$ cat src/rtl/bird_turn_sequencer.sv
// Turn/level game-flow controller for the bird launcher: one shot per turn, per-level bird budget,
// win/lose decision and level advance. Flags are registered decodes of the current state.
module bird_turn_sequencer #(
  parameter int unsigned NUM_BIRDS      = 3,
  parameter int unsigned NUM_LEVELS     = 3,
  parameter int unsigned FIRE_WAIT      = 4,
  parameter int unsigned FLIGHT_TIMEOUT = 300,
  parameter int unsigned SETTLE_FRAMES  = 30,
  parameter int unsigned END_FRAMES     = 90
) (
  input  logic       clk,
  input  logic       reset,
  input  logic       startOfFrame,
  input  logic       fire_req,
  input  logic       game_start,
  input  logic       bird_shoot,
  input  logic       all_pigs_dead,
  output logic       fire_bird,
  output logic       level_change,
  output logic [1:0] level_num,
  output logic [3:0] birds_left,
  output logic       level_won,
  output logic       game_over,
  output logic       game_won
);

  localparam int unsigned CNT_W = 10;
  localparam logic [CNT_W-1:0] CNT_MAX = '1;

  typedef enum logic [3:0] {
    S_WAIT_START,
    S_LEVEL_LOAD,
    S_AIM,
    S_FIRE,
    S_FLIGHT,
    S_SETTLE,
    S_CHECK,
    S_LEVEL_CLEAR,
    S_GAME_OVER,
    S_GAME_WON
  } state_t;

  state_t           state;
  logic [CNT_W-1:0] cnt;
  logic [CNT_W-1:0] cnt_sof;
  logic             fire_d;
  logic             start_d;
  logic             fire_edge;
  logic             start_edge;
  logic             flight_timeout;
  logic             last_level;

  assign fire_edge      = fire_req & ~fire_d;
  assign start_edge     = game_start & ~start_d;
  // Frame counter advances on startOfFrame and saturates at its maximum.
  assign cnt_sof        = (startOfFrame && (cnt != CNT_MAX)) ? cnt + CNT_W'(1) : cnt;
  assign flight_timeout = (state == S_FLIGHT) && bird_shoot && (cnt == CNT_W'(FLIGHT_TIMEOUT));
  assign last_level     = (level_num == 2'(NUM_LEVELS - 1));

  always_ff @(posedge clk) begin
    if (reset) begin
      state        <= S_WAIT_START;
      cnt          <= '0;
      fire_d       <= 1'b0;
      start_d      <= 1'b0;
      level_num    <= '0;
      birds_left   <= '0;
      fire_bird    <= 1'b0;
      level_change <= 1'b0;
      level_won    <= 1'b0;
      game_over    <= 1'b0;
      game_won     <= 1'b0;
    end else begin
      fire_d       <= fire_req;
      start_d      <= game_start;
      fire_bird    <= (state == S_FIRE);
      // A timed-out flight also reloads the level so the bird returns to the launcher.
      level_change <= (state == S_LEVEL_LOAD) || flight_timeout;
      level_won    <= (state == S_LEVEL_CLEAR);
      game_over    <= (state == S_GAME_OVER);
      game_won     <= (state == S_GAME_WON);

      case (state)
        S_WAIT_START: begin
          if (start_edge) begin
            state     <= S_LEVEL_LOAD;
            level_num <= '0;
            cnt       <= '0;
          end
        end
        S_LEVEL_LOAD: begin
          birds_left <= 4'(NUM_BIRDS);
          state      <= S_AIM;
          cnt        <= '0;
        end
        S_AIM: begin
          if (all_pigs_dead) begin
            state <= S_LEVEL_CLEAR;
            cnt   <= '0;
          end else if (fire_edge && (birds_left != '0)) begin
            state <= S_FIRE;
            cnt   <= '0;
          end
        end
        S_FIRE: begin
          if (bird_shoot) begin
            state <= S_FLIGHT;
            cnt   <= '0;
            if (birds_left != '0) birds_left <= birds_left - 4'd1;
          end else if (cnt == CNT_W'(FIRE_WAIT - 1)) begin
            state <= S_AIM;
            cnt   <= '0;
          end else begin
            cnt <= cnt + CNT_W'(1);
          end
        end
        S_FLIGHT: begin
          if (!bird_shoot || flight_timeout) begin
            state <= S_SETTLE;
            cnt   <= '0;
          end else begin
            cnt <= cnt_sof;
          end
        end
        S_SETTLE: begin
          if (startOfFrame && (cnt == CNT_W'(SETTLE_FRAMES - 1))) begin
            state <= S_CHECK;
            cnt   <= '0;
          end else begin
            cnt <= cnt_sof;
          end
        end
        S_CHECK: begin
          cnt <= '0;
          if (all_pigs_dead)           state <= S_LEVEL_CLEAR;
          else if (birds_left == '0)   state <= S_GAME_OVER;
          else                         state <= S_AIM;
        end
        S_LEVEL_CLEAR: begin
          if (startOfFrame && (cnt == CNT_W'(END_FRAMES - 1))) begin
            cnt <= '0;
            if (last_level) begin
              state <= S_GAME_WON;
            end else begin
              level_num <= level_num + 2'd1;
              state     <= S_LEVEL_LOAD;
            end
          end else begin
            cnt <= cnt_sof;
          end
        end
        S_GAME_OVER, S_GAME_WON: begin
          if (start_edge) begin
            state     <= S_LEVEL_LOAD;
            level_num <= '0;
            cnt       <= '0;
          end
        end
        default: begin
          state <= S_WAIT_START;
          cnt   <= '0;
        end
      endcase
    end
  end

endmodule

$ cat config.mk
export PLATFORM = sky130hd
export DESIGN_NAME = bird_turn_sequencer
export DESIGN_NICKNAME = d
export VERILOG_FILES = /design/src/rtl/bird_turn_sequencer.sv
export SDC_FILE = /design/constraint.sdc
export NUM_CORES = 1
export LEC_CHECK = 0
export CORE_ASPECT_RATIO = 2
export CORE_UTILIZATION = 46
export CTS_CLUSTER_SIZE = 25
export DETAILED_ROUTE_END_ITERATION = 16
export PLACE_DENSITY = 0.67
export SYNTH_ARGS = -nofsm -noshare
export SYNTH_HDL_FRONTEND = slang
export SYNTH_SLANG_ARGS = --single-unit
export TNS_END_PERCENT = 20
$ cat constraint.sdc
create_clock -name clk -period 3.5 [get_ports clk]
set_clock_uncertainty 0.15 [all_clocks]
set_input_delay 0.7 -clock clk [delete_from_list [all_inputs] [get_ports clk]]
set_output_delay 0.7 -clock clk [all_outputs]
set_load 0.02 [all_outputs]
Yosys cells after proc, flatten, opt, wreduce, memory -nomap -nowiden
Cells that the tools add are included.
{ "totals": {"ff_bits": 27, "in_bits": 7, "output_inout_bits": 11, "elab_cells": 90} }
{ "classes": {"n_addsub": 3, "eq_ne": 24, "n_mux": 29, "bitwise": 4, "reduce_logical": 19} }
{ "op_table": {"columns": ["op", "n"], "rows": [
  ["$mux W10", 9],
  ["$pmux W10 S6", 1],
  ["$mux W4", 13],
  ["$pmux W4 S8", 1],
  ["$eq A4 B3 Y1 const B", 4],
  ["$add A10 B1 Y10 const B", 1],
  ["$eq A10 B2 Y1 const B", 1],
  ["$eq A10 B5 Y1 const B", 1],
  ["$eq A10 B7 Y1 const B", 1],
  ["$eq A10 B9 Y1 const B", 1],
  ["$ne A10 B10 Y1 const B", 1],
  ["$eq A4 B2 Y1 const B", 2],
  ["$eq A4 B4 Y1 const B", 2],
  ["$logic_not A4 Y1", 2],
  ["$ne A2 B1 Y1 const B", 4],
  ["$pmux W4 S2", 1],
  ["$logic_and A1 B1 Y1", 6],
  ["$mux W2", 3],
  ["$ne A2 B2 Y1 const B", 3],
  ["$reduce_and A6 Y1", 1],
  ["$eq A4 B1 Y1 const B", 1],
  ["$pmux W2 S2", 1],
  ["$reduce_and A4 Y1", 1],
  ["$reduce_bool A2 Y1", 2],
  ["13 further kinds", 16]
]} }

Logic depth before layout (Yosys ltp)
Gate-level depths: netlist of the first run.
{ "logic_depth": {"ltp_word": 6, "ltp_mapped": 9, "mapped_depth_nobuf": 8} }

Worst setup path before layout of the first run
OpenSTA, ideal clock, no wires.
{ "synth_timing": {"path_type": "input -> register", "from": "in all_pigs_dead", "to": "reg cnt[2]", "setup_time_ps": 74, "arrival_ps": 2112, "required_ps": 3276, "path_slack_ps": 1164, "cell_stages": 6, "n_path_buf": 0, "path_cell_list": "or4b_1 > a311oi_1 > nor2_2 > o21a_1 > or2_0 > a31oi_1"} }
{ "synth_between": {"elab_chain_len": 2, "elab_cells_between_ends": 4, "cone_classes": "eq/ne (1); mux (2); reduce/logical (1)"} }
{ "synth_lines": {"columns": ["item", "line_no", "rtl"], "rows": [
  ["start: declaration", "17", "input logic all_pigs_dead,"],
  ["$mux W10 / $ne A3 B3 Y1 (equally long branches)", null, null],
  ["$pmux W10 S6 / $reduce_and A2 Y1 (equally long branches)", null, null],
  ["end signal: assignment", "114", "cnt <= cnt + CNT_W'(1);"],
  ["end signal: assignment", "122", "cnt <= cnt_sof;"],
  ["end signal: assignment", "130", "cnt <= cnt_sof;"],
  ["end: declaration", "44", "logic [CNT_W-1:0] cnt;"]
]} }
Parallel ways exist; a longest one is shown, timed or not.
A chain may end at the register's enable or synchronous reset.

Worst setup path in the final report of the first run
Ends and elaborated chain as after synthesis.

==> metrics.md, run 1 <==
| Metric | Value |
|---|---|
| Initial antenna violation count | 0 |
| Placement Cell Area | 0.001822 sq mm |
| Post-layout min period | 2.681 ns |
| Commonest non-fill, non-tap cell in the layout | dfxtp_1 |
| Register share of total power | 38.7% |
| Root buffer cell | clkbuf_8 |
| Area leader, netlist | dfxtp_1 |
| Global-route wire length before repair | 6.555 mm |
| P_sw | 470.7 uW |
| Worst R2R Path Depth | 8 |
| PortBufs | 17 |
| Synthesized net count | 214 |
| Final Instance Area | 0.001868 sq mm |
| DP HPWL | 3.067 mm |
| Hold Crit Class | reg2reg |
| Fraction of registers with async set/reset | 0% |
| Via density | 5.813 |
| CP endpoint kind | register |
| Max-Cap Viols | 0 |
| EDFF count, synth | 0 |
| Pin count of the biggest net entering global routing | 20 |
| Synth Flop Type | dfxtp_1 |
| Top Layer Used | met4 |
| Post-synth design cell area | 0.001705 sq mm |
| Leak Pwr | 0.6864 nW |
| Met1 wire length | 1.437 mm |
| Power per cell area | 609.9 mW/mm^2 |
| Capture instance of the worst register-to-register path | cnt[2] |
| Post-route setup slack | 0.8187 ns |
| Synth Register Bits | 27 |
| Setup bufs post-CTS | 0 |
| Reg area | 540.5 sq um |
| Die Span Y | 88.11 um |
| Clock power share | 15.6% |
| Non-Filler Instances | 262 |
| Antenna fix cells | 0 |
| Syn Inst Count | 201 |
| Core area | 0.003568 sq mm |
| Reg2reg start | cnt[0] |
| Setup TNS | 0 ns |
| CP endpoint | cnt[2] |
| CTS tree | built |
| ANT nets after route | 0 |
| Synth Warn # | 0 |
| Total congestion overflow | 0 |
| Worst-case hold slack | 0.3996 ns |
| Die Area | 0.003970 sq mm |
| Yosys top cell area share | 31.69% |
| Slew of the pin with the lowest slew margin | 0.6677 ns |
| Logic pwr share | 45.7% |
| CP peak stage delay | 0.48 ns |
| Cts repair resizes | 0 |
| Hold Path Depth | 2 |
| Met3 WL | 94 um |
| Slew Limit Headroom | 55.11% |
| Final setup viols | 0 |
| Area of the multi-input gates | 993.5 sq um |
| DRT iter0 DRCs | 48 |
| Clock Sinks | 27 |
| Final Wtd Congestion | 0.9424 |
| Crit share post-route | 76.61% |
| DR vias | 1,523 |
| Final hold vios | 0 |
| Total CTS buffers | 3 |
| Post-synthesis average cell area | 8.485 sq um |
| CP arrival | 2.74 ns |
| Placed Cells | 258 |
| Worst path cell trace | clkdlybuf4s50_1 -> or4b_1 -> a311oi_1 -> nor2_2 -> o21a_1 -> or2_0 -> a31oi_1 |
| Fin util | 52.35% |
| Nets | 227 |
| WL met2 | 2.194 mm |
| Fill count | 364 |
| Sw Ratio | 41.32% |
| Crit path from | all_pigs_dead |
| Clock slew at reported path FFs | 0.09 ns |
| Clock insertion delay at the later pin of the skew report | 0.27 ns |
| DRT Pass-1 Iters | 4 |
| Top-level I/O count | 18 |
| Drt wl/cell | 14.85 um |
| Worst-path fanout max | 5 |
| Share of cells above drive strength 1 | 8.451% |
| Highest clock rate | 373.0 MHz |
| Maximum buffer depth of the clock tree | 2 |
| Commonest non-fill, non-tap cells in the layout | dfxtp_1, nand2_1, clkdlybuf4s50_1, nor2_1, a21oi_1 |
| CP max stage cell | or4b_1 |
| Worst VDD drop | 0.2638 mV |
| Overall Global Routing Usage | 22.16% |
| R2r setup slk | 0.92 ns |
| Sequential fraction of the synthesis area | 31.69% |
| Worst endpoint required time | 3.56 ns |
| RSZ-0062 raised after global routing | no |
| Final Max Tran Viols | 0 |
| Library cells used by synthesis | 53 |
| Layout area overhead | 9.538% |
| Pwr Total | 1.139 mW |
| Vias in the first global route | 1,486 |
| Worst slack, placed | 0.5351 ns |
| CP Class | in2reg |
| Drt total wl | 3.892 mm |
| Rows | 31 |
| Startpoint types | primary input |
| Internal power | 668.5 uW |
| Die width | 45.06 um |
| Hold_buf cts | 0 |
| DRC | 0 |
| CTS H-Tree Depth | 1 |
| Main area contributors after synthesis | dfxtp_1, ha_1, nand2_1 |
| Status | finished, final reports clean |
| Initial Utilization | 47.79% |
## worst min-delay path by stage
stage	endpoint	start	slack [ns]
after global routing	cnt[5]	cnt[5]	0.42
after detailed placement	cnt[5]	cnt[5]	0.38
after floorplan	cnt[5]	cnt[5]	0.32
final	cnt[5]	cnt[5]	0.40
after CTS	cnt[5]	cnt[5]	0.40
after global placement	cnt[5]	cnt[5]	0.38
## critical path, delay by kind of cell
kind	cells	cell delay [ns]
simple gates	3	0.81
compound gates	3	0.75
buf+inv	1	0.47
## power by group through the flow
stage / Combinational (mW) / Clock [mW] / Sequential, mW
5_1_grt: 0.580 / 0.201 / 0.452
3_5_place_dp: 0.521 / 0 / 0.447
6_report: 0.521 / 0.177 / 0.441
4_1_cts: 0.526 / 0.185 / 0.439
2_1_floorplan: 0.422 / 0 / 0.432
3_3_place_gp: 0.510 / 0 / 0.445
## registers in the layout, indices dropped and copies added (netlist names), 2 cells and up
| name | count |
|---|---|
| birds_left | 4 |
| cnt | 10 |
| level_num | 2 |
| state | 4 |
## cell type report
type                    count  area share (%)
well taps                  49           3.282
clock buffers               3           2.210
multi-input cells         152           53.18
clock inverters             1          0.2679
repair buffers             19           9.913
flip-flops and latches     27           28.94
inverters                  11           2.210
## synthesized netlist by cell type, drive strengths merged (2+ instances only)
library cell	count
a211oi	2
a21oi	14
xnor2	3
o31ai	2
a22o	3
or3	3
inv	11
mux2i	4
or2	2
and3	2
nor4	6
nor2	16
and2b	3
nand2b	3
o211a	2
dfxtp	27
o21ai	8
a311oi	2
ha	6
nand3	8
buf	5
o21a	3
clkbuf	6
nand3b	3
or4	3
nand4	3
nor2b	5
and4	2
a31oi	3
xor2	3
nand2	20
nor3	6
## cells by family (layout without fill, tap and decap cells)
kind of cell | after synthesis | count (layout) | share of synthesized area, %
buffers and inverters | 22 | 34 | 10.05
xor gates and xnor gates | 6 | 6 | 3.082
DFF | 27 | 27 | 31.69
adders and majority gates | 6 | 6 | 4.402
muxes | 4 | 4 | 2.348
AOI/OAI and AO/OA | 46 | 46 | 18.05
and+or+nand+nor | 90 | 90 | 30.38
## layer usage
layer	GRT usage [%]	up-vias
met2	40.58	37
met1	22.38	722
li1	-	749
met3	2.680	15
met4	13.50	0
met5	0	-
No activity file was read; power rests on OpenSTA's default activity.
==> run 2, diff against run 1 <==
- clock period: 3.5 -> 2.65 ns (I/O delays scaled with it)
==> run 2 against run 1 <==
Effect of this change:
- combinational power rose by 42%
- first-iteration DRC count rose by 17%
- core utilization is 2.1 points higher
- via count up 2.2%
- critical path depth rose by 2
- count of clock-buffer cells in the layout did not move
- final area up 4.0%
- power is 36% higher
- worst hold slack improved by 0.010 ns
- clock power is 36% higher
- sequential cell count is the same
==> metrics.md, run 2 (synthesized netlist as in run 1, its figures left out) <==
| Metric | Value |
|---|---|
| Final Wtd Congestion | 0.9461 |
| Highest clock rate | 407.6 MHz |
| Final Instance Area | 0.001943 sq mm |
| DR vias | 1,556 |
| Crit share post-route | 92.57% |
| Fill count | 339 |
| Drt wl/cell | 15.26 um |
| CTS H-Tree Depth | 1 |
| Initial Utilization | 47.79% |
| Initial antenna violation count | 0 |
| DRT iter0 DRCs | 56 |
| DRT Pass-1 Iters | 4 |
| Slew Limit Headroom | 58.28% |
| Antenna fix cells | 0 |
| Biggest regs | cnt x10, birds_left x4, state x4 |
| Layout area overhead | 13.94% |
| Leak Pwr | 0.7355 nW |
| Drt total wl | 4.152 mm |
| CP Class | reg2reg |
| Placement Cell Area | 0.001897 sq mm |
| Status | finished, final reports clean |
| CP endpoint kind | register |
| Clock insertion delay at the later pin of the skew report | 0.28 ns |
| R2r setup slk | 0.20 ns |
| Cts repair resizes | 0 |
| Startpoint types | register |
| Power per cell area | 799.3 mW/mm^2 |
| Worst R2R Path Depth | 9 |
| Via density | 5.721 |
| Post-route setup slack | 0.1968 ns |
| PortBufs | 17 |
| Worst-path fanout max | 6 |
| Clock slew at reported path FFs | 0.10 ns |
| Overall Global Routing Usage | 22.82% |
| Core area | 0.003568 sq mm |
| Hold_buf cts | 0 |
| Setup TNS | 0 ns |
| Rows | 31 |
| Max reg flops | 10 |
| Commonest non-fill, non-tap cell in the layout | dfxtp_1 |
| DRC | 0 |
| CP arrival | 2.51 ns |
| Die Span Y | 88.11 um |
| Fin util | 54.45% |
| Total CTS buffers | 3 |
| Total congestion overflow | 0 |
| Final Max Tran Viols | 0 |
| Hold Crit Class | reg2reg |
| Die Area | 0.003970 sq mm |
| RSZ-0062 raised after global routing | no |
| Worst slack, placed | -0.01334 ns |
| Setup bufs post-CTS | 0 |
| Max-Cap Viols | 0 |
| Root buffer cell | clkbuf_8 |
| Clock Sinks | 27 |
| Pin count of the biggest net entering global routing | 17 |
| Post-layout min period | 2.453 ns |
| Hold Path Depth | 2 |
| Worst VDD drop | 0.3965 mV |
| Worst endpoint required time | 2.71 ns |
| Nets | 237 |
| Top-level I/O count | 18 |
| ANT nets after route | 0 |
| Vias in the first global route | 1,519 |
| Die width | 45.06 um |
| CTS tree | built |
| Final hold vios | 0 |
| Final setup viols | 0 |
| Slew of the pin with the lowest slew margin | 0.6201 ns |
| Maximum buffer depth of the clock tree | 2 |
| DP HPWL | 3.225 mm |
| Share of cells above drive strength 1 | 12.56% |
| Global-route wire length before repair | 6.789 mm |
| Most flops, register | cnt |
| Commonest non-fill, non-tap cells in the layout | dfxtp_1, nand2_1, clkdlybuf4s50_1, nor2_1, a21oi_1 |
## run 2: layer usage
layer | global-route usage, % | wire (um)
met1 | 23.93 | 1560
met2 | 42.16 | 2362
met3 | 2.268 | 134
met4 | 11.85 | 95
met5 | 0 | 0
## run 2: worst paths after layout
| kind | end | from |
|---|---|---|
| max | cnt[2] | birds_left[0] |
| min | cnt[5] | cnt[5] |
| max reg2reg | cnt[2] | birds_left[0] |
| min reg2reg | cnt[5] | cnt[5] |
## run 2: critical path: stages, from the launching register on
cell and delay, ns:
dfxtp_1 0.36, inv_1 0.10, ha_1 0.16, or3b_2 0.51, a311oi_1 0.33, buf_4 0.18
nor2_2 0.06, o21a_1 0.16, or2_0 0.20, a31oi_1 0.16
## run 2: metrics by stage
stage | hold WS (ns) | power [mW] | instances
6_report | 0.4097 | 1.553 | 272
5_1_grt | 0.4283 | 1.674 | 272
4_1_cts | 0.3810 | 1.555 | 272
3_5_place_dp | 0.3681 | 1.319 | 268
3_3_place_gp | 0.3750 | 1.295 | 268
2_1_floorplan | 0.3214 | 1.128 | 201
## run 2: layout make-up
| type | instances | area [sq um] | area share (%) |
|---|---|---|---|
| tap | 49 | 61.31 | 3.155 |
| clock inverter | 1 | 5.005 | 0.2576 |
| multi-input combinational | 152 | 993.5 | 51.13 |
| clock buffer | 3 | 41.29 | 2.125 |
| timing repair buffer | 29 | 260.3 | 13.39 |
| sequential | 27 | 540.5 | 27.82 |
| inverter | 11 | 41.29 | 2.125 |
## run 2: where the power goes
part / switching, mW / internal [mW]
Combinational: 0.404 / 0.338
Clock: 0.134 / 0.106
Sequential: 0.106 / 0.466
Total: 0.644 / 0.909
